[src/rtl/ebox_mem_pkg.sv]
// ebox_mem_pkg: shared types and defaults for the EBOX memory-cycle sequencer.
//   mem_op_e     - microcode memory operation encoding
//   mem_state_e  - sequencer state encoding
//   *_DEF        - default retry gap, timeout and retry limit
//   cnt_width()  - counter width able to hold 0..max_val (never below 1 bit)
package ebox_mem_pkg;

    typedef enum logic [1:0] {
        MEM_READ  = 2'd0,
        MEM_WRITE = 2'd1,
        MEM_RPW   = 2'd2,
        MEM_WAR   = 2'd3
    } mem_op_e;

    typedef enum logic [2:0] {
        ST_IDLE   = 3'd0,
        ST_REQ    = 3'd1,
        ST_GAP    = 3'd2,
        ST_WAIT   = 3'd3,
        ST_PAUSE  = 3'd4,
        ST_PFHOLD = 3'd5
    } mem_state_e;

    localparam int unsigned RETRY_GAP_DEF = 32'd2;
    localparam int unsigned TIMEOUT_DEF   = 32'd255;
    localparam int unsigned MAX_RETRY_DEF = 32'd7;

    function automatic int unsigned cnt_width(input int unsigned max_val);
        return (max_val < 32'd1) ? 32'd1 : $clog2(max_val + 32'd1);
    endfunction

endpackage

[src/rtl/mem_timeout_ctr.sv]
// mem_timeout_ctr: saturating up-counter with synchronous clear and enable.
//   clk, resetN - clock and asynchronous active-low reset
//   clr_i       - return count to zero (wins over en_i)
//   en_i        - count one step; holds at MAX_COUNT, never wraps
//   tc_o        - count has reached MAX_COUNT
module mem_timeout_ctr
    import ebox_mem_pkg::*;
#(
    parameter int unsigned MAX_COUNT = TIMEOUT_DEF,
    localparam int unsigned W        = cnt_width(MAX_COUNT)
)(
    input  logic clk,
    input  logic resetN,
    input  logic clr_i,
    input  logic en_i,
    output logic tc_o
);

    logic [W-1:0] cnt_q;

    assign tc_o = (cnt_q == W'(MAX_COUNT));

    // count register: clear, saturating increment, or hold
    always_ff @(posedge clk or negedge resetN) begin
        if (!resetN) begin
            cnt_q <= {W{1'b0}};
        end else if (clr_i) begin
            cnt_q <= {W{1'b0}};
        end else if (en_i && !tc_o) begin
            cnt_q <= cnt_q + W'(1);
        end else begin
            cnt_q <= cnt_q;
        end
    end

endmodule

[src/rtl/ebox_mem_seq.sv]
// ebox_mem_seq: runs one EBOX memory cycle at a time against the cache port.
//   clk, resetN                 - clock, asynchronous active-low reset
//   memReq, memOp, user, public - microcode request and its attributes
//   cshEBOXT0, cshEBOXRetry     - cache accept / reject of the request
//   mboxDataValid               - read data or write ack returned
//   pfEBOXHandle, pfClear       - page fail on this cycle / dispatch done
//   eboxReq, eboxOp, ptUser, ptPublic - request and latched attributes
//   mboxXfer, force1777, nxmErr - one-cycle status pulses
//   memBusy, pfHold             - cycle in progress / held in page fail
module ebox_mem_seq
    import ebox_mem_pkg::*;
#(
    parameter int unsigned RETRY_GAP = RETRY_GAP_DEF,
    parameter int unsigned TIMEOUT   = TIMEOUT_DEF,
    parameter int unsigned MAX_RETRY = MAX_RETRY_DEF
)(
    input  logic       clk,
    input  logic       resetN,
    input  logic       memReq,
    input  logic [1:0] memOp,
    input  logic       user,
    input  logic       public,
    input  logic       cshEBOXT0,
    input  logic       cshEBOXRetry,
    input  logic       mboxDataValid,
    input  logic       pfEBOXHandle,
    input  logic       pfClear,
    output logic       eboxReq,
    output logic [1:0] eboxOp,
    output logic       ptUser,
    output logic       ptPublic,
    output logic       mboxXfer,
    output logic       memBusy,
    output logic       pfHold,
    output logic       force1777,
    output logic       nxmErr
);

    localparam int unsigned RW = cnt_width(MAX_RETRY);

    mem_state_e    state_q;
    logic [RW-1:0] retry_q;
    logic          eboxReq_q, ptUser_q, ptPublic_q, mboxXfer_q;
    logic          pfHold_q, force1777_q, nxmErr_q;
    logic [1:0]    eboxOp_q;

    logic to_clr_s, to_en_s, to_tc_s;
    logic gap_clr_s, gap_en_s, gap_tc_s;

    // Timeout runs across REQ, GAP and WAIT; idle, pause and page-fail clear it.
    assign to_en_s   = (state_q == ST_REQ) || (state_q == ST_GAP) || (state_q == ST_WAIT);
    assign to_clr_s  = !to_en_s;
    // Gap counter restarts every time GAP is entered.
    assign gap_en_s  = (state_q == ST_GAP);
    assign gap_clr_s = !gap_en_s;

    mem_timeout_ctr #(.MAX_COUNT(TIMEOUT)) u_timeout (
        .clk    (clk),
        .resetN (resetN),
        .clr_i  (to_clr_s),
        .en_i   (to_en_s),
        .tc_o   (to_tc_s)
    );

    mem_timeout_ctr #(.MAX_COUNT(RETRY_GAP - 32'd1)) u_gap (
        .clk    (clk),
        .resetN (resetN),
        .clr_i  (gap_clr_s),
        .en_i   (gap_en_s),
        .tc_o   (gap_tc_s)
    );

    assign memBusy   = (state_q != ST_IDLE);
    assign eboxReq   = eboxReq_q;
    assign eboxOp    = eboxOp_q;
    assign ptUser    = ptUser_q;
    assign ptPublic  = ptPublic_q;
    assign mboxXfer  = mboxXfer_q;
    assign pfHold    = pfHold_q;
    assign force1777 = force1777_q;
    assign nxmErr    = nxmErr_q;

    // Sequencer FSM; eboxReq and pfHold are registered as "next state is REQ/PFHOLD".
    always_ff @(posedge clk or negedge resetN) begin
        if (!resetN) begin
            state_q     <= ST_IDLE;
            retry_q     <= {RW{1'b0}};
            eboxReq_q   <= 1'b0;
            eboxOp_q    <= 2'd0;
            ptUser_q    <= 1'b0;
            ptPublic_q  <= 1'b0;
            mboxXfer_q  <= 1'b0;
            pfHold_q    <= 1'b0;
            force1777_q <= 1'b0;
            nxmErr_q    <= 1'b0;
        end else begin
            eboxReq_q   <= 1'b0;
            mboxXfer_q  <= 1'b0;
            pfHold_q    <= 1'b0;
            force1777_q <= 1'b0;
            nxmErr_q    <= 1'b0;
            case (state_q)
                ST_IDLE: begin
                    // write-after-RPW is only meaningful from PAUSE
                    if (memReq && (memOp != MEM_WAR)) begin
                        eboxOp_q   <= memOp;
                        ptUser_q   <= user;
                        ptPublic_q <= public;
                        retry_q    <= {RW{1'b0}};
                        eboxReq_q  <= 1'b1;
                        state_q    <= ST_REQ;
                    end else begin
                        state_q    <= ST_IDLE;
                    end
                end
                ST_REQ: begin
                    if (pfEBOXHandle) begin
                        pfHold_q    <= 1'b1;
                        force1777_q <= 1'b1;
                        state_q     <= ST_PFHOLD;
                    end else if (cshEBOXRetry) begin
                        if (retry_q == RW'(MAX_RETRY)) begin
                            nxmErr_q <= 1'b1;
                            state_q  <= ST_IDLE;
                        end else begin
                            retry_q  <= retry_q + RW'(1);
                            state_q  <= ST_GAP;
                        end
                    end else if (to_tc_s) begin
                        nxmErr_q  <= 1'b1;
                        state_q   <= ST_IDLE;
                    end else if (cshEBOXT0) begin
                        state_q   <= ST_WAIT;
                    end else begin
                        eboxReq_q <= 1'b1;
                        state_q   <= ST_REQ;
                    end
                end
                ST_GAP: begin
                    if (pfEBOXHandle) begin
                        pfHold_q    <= 1'b1;
                        force1777_q <= 1'b1;
                        state_q     <= ST_PFHOLD;
                    end else if (gap_tc_s) begin
                        eboxReq_q   <= 1'b1;
                        state_q     <= ST_REQ;
                    end else begin
                        state_q     <= ST_GAP;
                    end
                end
                ST_WAIT: begin
                    if (pfEBOXHandle) begin
                        pfHold_q    <= 1'b1;
                        force1777_q <= 1'b1;
                        state_q     <= ST_PFHOLD;
                    end else if (to_tc_s) begin
                        nxmErr_q    <= 1'b1;
                        state_q     <= ST_IDLE;
                    end else if (mboxDataValid) begin
                        mboxXfer_q  <= 1'b1;
                        state_q     <= (eboxOp_q == MEM_RPW) ? ST_PAUSE : ST_IDLE;
                    end else begin
                        state_q     <= ST_WAIT;
                    end
                end
                ST_PAUSE: begin
                    if (pfEBOXHandle) begin
                        pfHold_q    <= 1'b1;
                        force1777_q <= 1'b1;
                        state_q     <= ST_PFHOLD;
                    end else if (memReq && (memOp == MEM_WAR)) begin
                        eboxOp_q    <= memOp;
                        ptUser_q    <= user;
                        ptPublic_q  <= public;
                        retry_q     <= {RW{1'b0}};
                        eboxReq_q   <= 1'b1;
                        state_q     <= ST_REQ;
                    end else begin
                        state_q     <= ST_PAUSE;
                    end
                end
                ST_PFHOLD: begin
                    if (pfClear) begin
                        state_q  <= ST_IDLE;
                    end else begin
                        pfHold_q <= 1'b1;
                        state_q  <= ST_PFHOLD;
                    end
                end
                default: begin
                    state_q <= ST_IDLE;
                end
            endcase
        end
    end

endmodule

[config.mk]
export PLATFORM = sky130hd
export DESIGN_NAME = ebox_mem_seq
export DESIGN_NICKNAME = d
export VERILOG_FILES = /design/src/rtl/ebox_mem_pkg.sv /design/src/rtl/mem_timeout_ctr.sv /design/src/rtl/ebox_mem_seq.sv
export SDC_FILE = /design/constraint.sdc
export NUM_CORES = 1
export LEC_CHECK = 0
export CAP_MARGIN = 30
export CORE_MARGIN = 3
export CORE_UTILIZATION = 30
export DETAILED_ROUTE_END_ITERATION = 8
export PLACE_DENSITY = 0.62
export SLEW_MARGIN = 5
export SYNTH_ARGS = -nofsm -noshare
export SYNTH_HDL_FRONTEND = slang
export SYNTH_SLANG_ARGS = --single-unit
[constraint.sdc]
create_clock -name clk -period 1.8 [get_ports clk]
set_input_delay 0.18 -clock clk [delete_from_list [all_inputs] [get_ports clk]]
set_output_delay 0.18 -clock clk [all_outputs]
set_load 0.005 [all_outputs]
After elaboration in Yosys (flattened, before gate mapping)
Cells that the tools add are included.
Word-level totals
  input port bits: 12
  register bits after elaboration: 24
  logic and storage cells: 111
  output and inout port bits: 10
Operators by class
  reductions and logical operators: 15
  multiplexer cells: 63
  $add $sub $neg: 3
  equal/unequal tests: 18
Operators by type and width (count)
  2-to-1 mux 3 bit: 16
  2-to-1 mux 1 bit: 30
  inequality test 2 bit, second input constant: 9
  case mux 3 bit (6 select lines): 1
  2-to-1 mux 8 bit: 2
  2-to-1 mux 2 bit: 7
  == test 3 bit, second input constant: 3
  case mux 3 bit (3 select lines): 1
  adder 8 x 1 -> 8 bit, second input constant: 1
  == test 8 bit, second input constant: 1
  case mux 1 bit (2 select lines): 4
  AND reduction 7 bit: 1
  == test 3 x 2 -> 1 bit, second input constant: 2
  nonzero test 3 bit: 2
  == test 2 bit, second input constant: 2
  logical AND 1 bit: 4
  case mux 1 bit (4 select lines): 1
  case mux 2 bit (2 select lines): 1
  AND reduction 4 bit: 1
  OR reduction 4 bit: 1
  adder 3 x 1 -> 3 bit, second input constant: 1
  == test 3 x 1 -> 1 bit, second input constant: 1
  logical NOT 3 bit: 1
  logical NOT 1 bit: 2
  3 further kinds: 4

Depth between registers and ports, before layout
  word-level depth: 6
  mapped depth: 6

Modules after synthesis
Synthesis repeated with hierarchy kept, for this count alone.
Second synthesis, totals
  cell total of the unflattened synthesis: 139
  area total of the unflattened synthesis: 1400.1 um2
Modules (own cells, without submodules)
  ebox_mem_seq: cells an instance 90, area an instance 895.9 um2, times used 1
  mem_timeout_ctr at u_timeout: cells an instance 47, area an instance 469.2 um2, times used 1
  mem_timeout_ctr at u_gap: cells an instance 2, area an instance 35.0 um2, times used 1

Worst setup path before layout
No wires, ideal clock.
  path type: reg2reg
  from: register u_timeout.cnt_q[0]
  to: register state_q[2]
  arrival: 1481 ps
  library setup time: 104 ps
  stages on the path, launching flop included: 6
  path slack: 215 ps
  buffers on the path: 0
  cell sequence: dfrtp_1 -> ha_1 -> nand3_1 -> nor2_1 -> or4_1 -> o311ai_1
On the way
  word-level cells in the longest chain between the ends: 4
Ends and longest elaborated chain
  start, declared: line mem_timeout_ctr.sv:19  | logic [W-1:0] cnt_q;
  start signal, assigned: line mem_timeout_ctr.sv:26  | cnt_q <= {W{1'b0}};
  start signal, assigned: line mem_timeout_ctr.sv:28  | cnt_q <= {W{1'b0}};
  start signal, assigned: line mem_timeout_ctr.sv:30  | cnt_q <= cnt_q + W'(1);
  == test 8 bit: line mem_timeout_ctr.sv:21  | assign tc_o = (cnt_q == W'(MAX_COUNT));
  2-to-1 mux 3 bit: line ebox_mem_seq.sv:156  | end else if (to_tc_s) begin
  2-to-1 mux 3 bit: line ebox_mem_seq.sv:152  | if (pfEBOXHandle) begin
  case mux 3 bit (6 select lines): line ebox_mem_seq.sv:102  | case (state_q)
  end signal, assigned: line ebox_mem_seq.sv:161  | state_q <= (eboxOp_q == MEM_RPW) ? ST_PAUSE : ST_IDLE;
  end, declared: line ebox_mem_seq.sv:41  | mem_state_e state_q;
No other way between the ends.
A chain may end at the register's enable or synchronous reset.

Worst setup path in the final report
  from: register state_q[0]
  to: output memBusy
On the way
  word-level cells in the longest chain between the ends: 1
Ends and longest elaborated chain
  nonzero test 3 bit: line ebox_mem_seq.sv:73  | assign memBusy = (state_q != ST_IDLE);
  end, declared: line ebox_mem_seq.sv:33  | output logic memBusy,
No other way between the ends.

==> results_dict.tcl <==
set metrics [dict create \
    syn_to_final_growth_pct 29.8 \
    clockBufferDepth 2 \
    synthCells 134 \
    crit_arrival_ns 1.54 \
    clock_sinks 24 \
    die_y_um 71.0 \
    routed_via_density 5.27 \
    setup-violations-final 0 \
    cp-end-kind "primary output" \
    antenna_found_initial 0 \
    yosysWarnings 0 \
    totalPowerFinal_mw 2.16 \
    clk_latency_ns 0.27 \
    finalNetCount 176 \
    postLayoutCoreUtil_pct 42.7 \
    holdBufCountCts 0 \
    syn_nets 149 \
    core_mm2 0.00385 \
    clockRootBuffer "clkbuf_8" \
    power_density_mw_per_mm2 1320 \
    io-pin-count 22 \
    ir_drop_v 0.000747 \
    vias 1096 \
    dp_hpwl_um 2130 \
    synth_area_leaders "dfrtp_1 47%, nor2_1 3.9%, mux2_2 3.6%, nand2_1 3.6%, o21ai_0 3.2%" \
    postRouteWirelength_um 2930 \
    grt_pass1_vias 1126 \
    start_kind "flip-flop" \
    async_reset_ff_share_pct 100 \
    worstPathRequired_ns 1.62 \
    crit_type "reg -> out" \
    cp_max_fo 6 \
    grt_max_degree 25 \
    rows 22 \
    ys_seq_area_share_pct 47.4 \
    finalCritPeriodShare_pct 95.7 \
    die_width_um 71.0 \
    fin_skew_ns 0.00327 \
    slew_headroom_pct 76.9 \
    postSynthAreaPerCell_um2 9.45 \
    tightest_slew_ns 0.344 \
    wl_per_cell_um 14.1 \
    start_util_pct 32.9 \
    gr-total-overflow 0 \
    cts_tree "yes" \
    period_minus_slack_ns 1.72 \
    dr.pass1.iters 4 \
    netlist.area_leader.share_pct 47.4 \
    path_clk_slew_ns 0.08 \
    track_usage_pct 12.6 \
    drive_above_1_share_pct 13.8 \
    drc 0 \
    place.gp.congestion 0.782 \
    ys_ff_latch 24 \
    cts_buffers 3 \
    synth_area_mm2 0.00127 \
    holdCritPathClass "in -> async" \
    synth-main-ff-cell "dfrtp_1" \
    status "finished, final reports clean" \
    htreeDepth 1 \
    slew_viol_final 0 \
    hold_viol_final 0 \
    io_buffer_count 21 \
    synth_edf_count 0 \
    first_iter_violations 52 \
    maxClockFrequency_mhz 580 \
    leakage_nw 0.704 \
    final_antenna_net_count 0 \
    synth_top_area_cell "dfrtp_1" \
    dieArea_mm2 0.00504 \
    drv_cap 0 \
    grt_pass1_wl_um 5160 \
    diodes 0 \
    synth.distinct_cells 38 \
]
## final timing paths
path	startpoint	end	slack, ns	cells past startpoint
min in group clk	public	ptPublic	0.52	2
max	state_q[0]	memBusy	0.08	2
max in group asynchronous	resetN	state_q[2]	1.27	2
min	resetN	u_timeout.cnt_q[3]	0.26	2
min reg2reg	ptPublic	ptPublic	0.52	1
max reg2reg	u_timeout.cnt_q[0]	state_q[2]	0.08	5
## critical path, stage by stage (launching register included)
cell and delay (ns):
dfrtp_1 0.43, or3_1 0.38, clkdlybuf4s50_1 0.46
## repair_timing
action / in CTS / in global routing
setup endpoints to repair: 1 / 2
resized for setup: 1 / 2
buffers inserted: 1 / 1
endpoints found under the hold margin: 0 / 0
## sequential cells by signal, indices dropped and copies added (netlist names)
| name | cells |
|---|---|
| ptPublic | 1 |
| pfHold | 1 |
| nxmErr | 1 |
| u_timeout.cnt_q | 8 |
| ptUser | 1 |
| u_gap.tc_o | 1 |
| mboxXfer | 1 |
| state_q | 3 |
| force1777 | 1 |
| eboxOp | 2 |
| retry_q | 3 |
| eboxReq | 1 |
## final cells by class
type	count	area, um2
Multi-Input combinational cell	97	618
Timing Repair Buffer	29	270
Clock buffer	3	41.3
Clock inverter	1	30.0
Fill cell	373	2210
Tap cell	48	60.1
Sequential cell	24	602
Inverter	6	22.5
## layout by cell type, fill, tap and decap left out, types with 2 or more instances in the layout
master	count
dfrtp_1	23
clkdlybuf4s50_1	21
nor2_1	13
nand2_1	12
o21ai_0	8
buf_4	8
nand3_1	6
inv_1	6
a31oi_1	6
nand2b_1	4
nor3_1	4
and3_1	4
a21oi_1	4
mux2_2	4
nand4_1	3
ha_1	3
clkbuf_8	3
or3_1	2
or2_1	2
mux2i_1	2
or4_1	2
xnor2_1	2
## stage by stage
stage	TNS [ns]	cells	setup WS [ns]	hold slack, ns	cell area (um2)
after floorplan	0	134	0.215	-0.116	1270
after global placement	0	202	0.0612	0.499	1540
after detailed placement	0	202	0.0200	0.503	1540
after CTS	0	207	0.0482	0.267	1620
after global routing	-0.0373	208	-0.0373	0.293	1640
final	0	208	0.0771	0.262	1640
## synthesized netlist by cell type, types with 2 or more instances
master and instances:
nand4_1 3, nor3_1 4, dfrtp_1 24, ha_1 3
a31oi_1 6, inv_1 6, mux2_2 4, or4_1 2
nand2_1 12, nor2_1 13, or2_1 2, xnor2_1 2
clkbuf_1 2, mux2i_1 2, nand2b_1 4, o21ai_0 8
buf_2 4, nand3_1 6, and3_1 4, or3_1 2
a21oi_1 4
## where the power goes
group | switching (mW) | total, mW | internal (mW)
clock | 0.173 | 0.470 | 0.297
combinational | 0.433 | 0.897 | 0.464
sequential | 0.104 | 0.795 | 0.692
total | 0.709 | 2.16 | 1.45
## cell families (layout without fill, tap and decap cells)
kind of cell | Yosys count | count (layout) | synth area share, %
fa+ha+maj | 3 | 3 | 2.96
compound gates | 26 | 26 | 13.0
mux | 6 | 6 | 5.14
flops | 24 | 24 | 47.4
buf+inv | 13 | 39 | 4.84
xor+xnor | 3 | 3 | 2.08
simple gates | 59 | 59 | 24.5
## metal layers
| metal | wire length (um) | global-route usage (%) | vias to the layer above |
|---|---|---|---|
| met5 | 0 | 0 | - |
| met4 | 31 | 2.51 | 0 |
| met3 | 139 | 3.98 | 5 |
| met2 | 1550 | 22.5 | 27 |
| met1 | 1210 | 14.9 | 537 |
| li1 | - | - | 527 |
(Power assumes the default switching activity.)
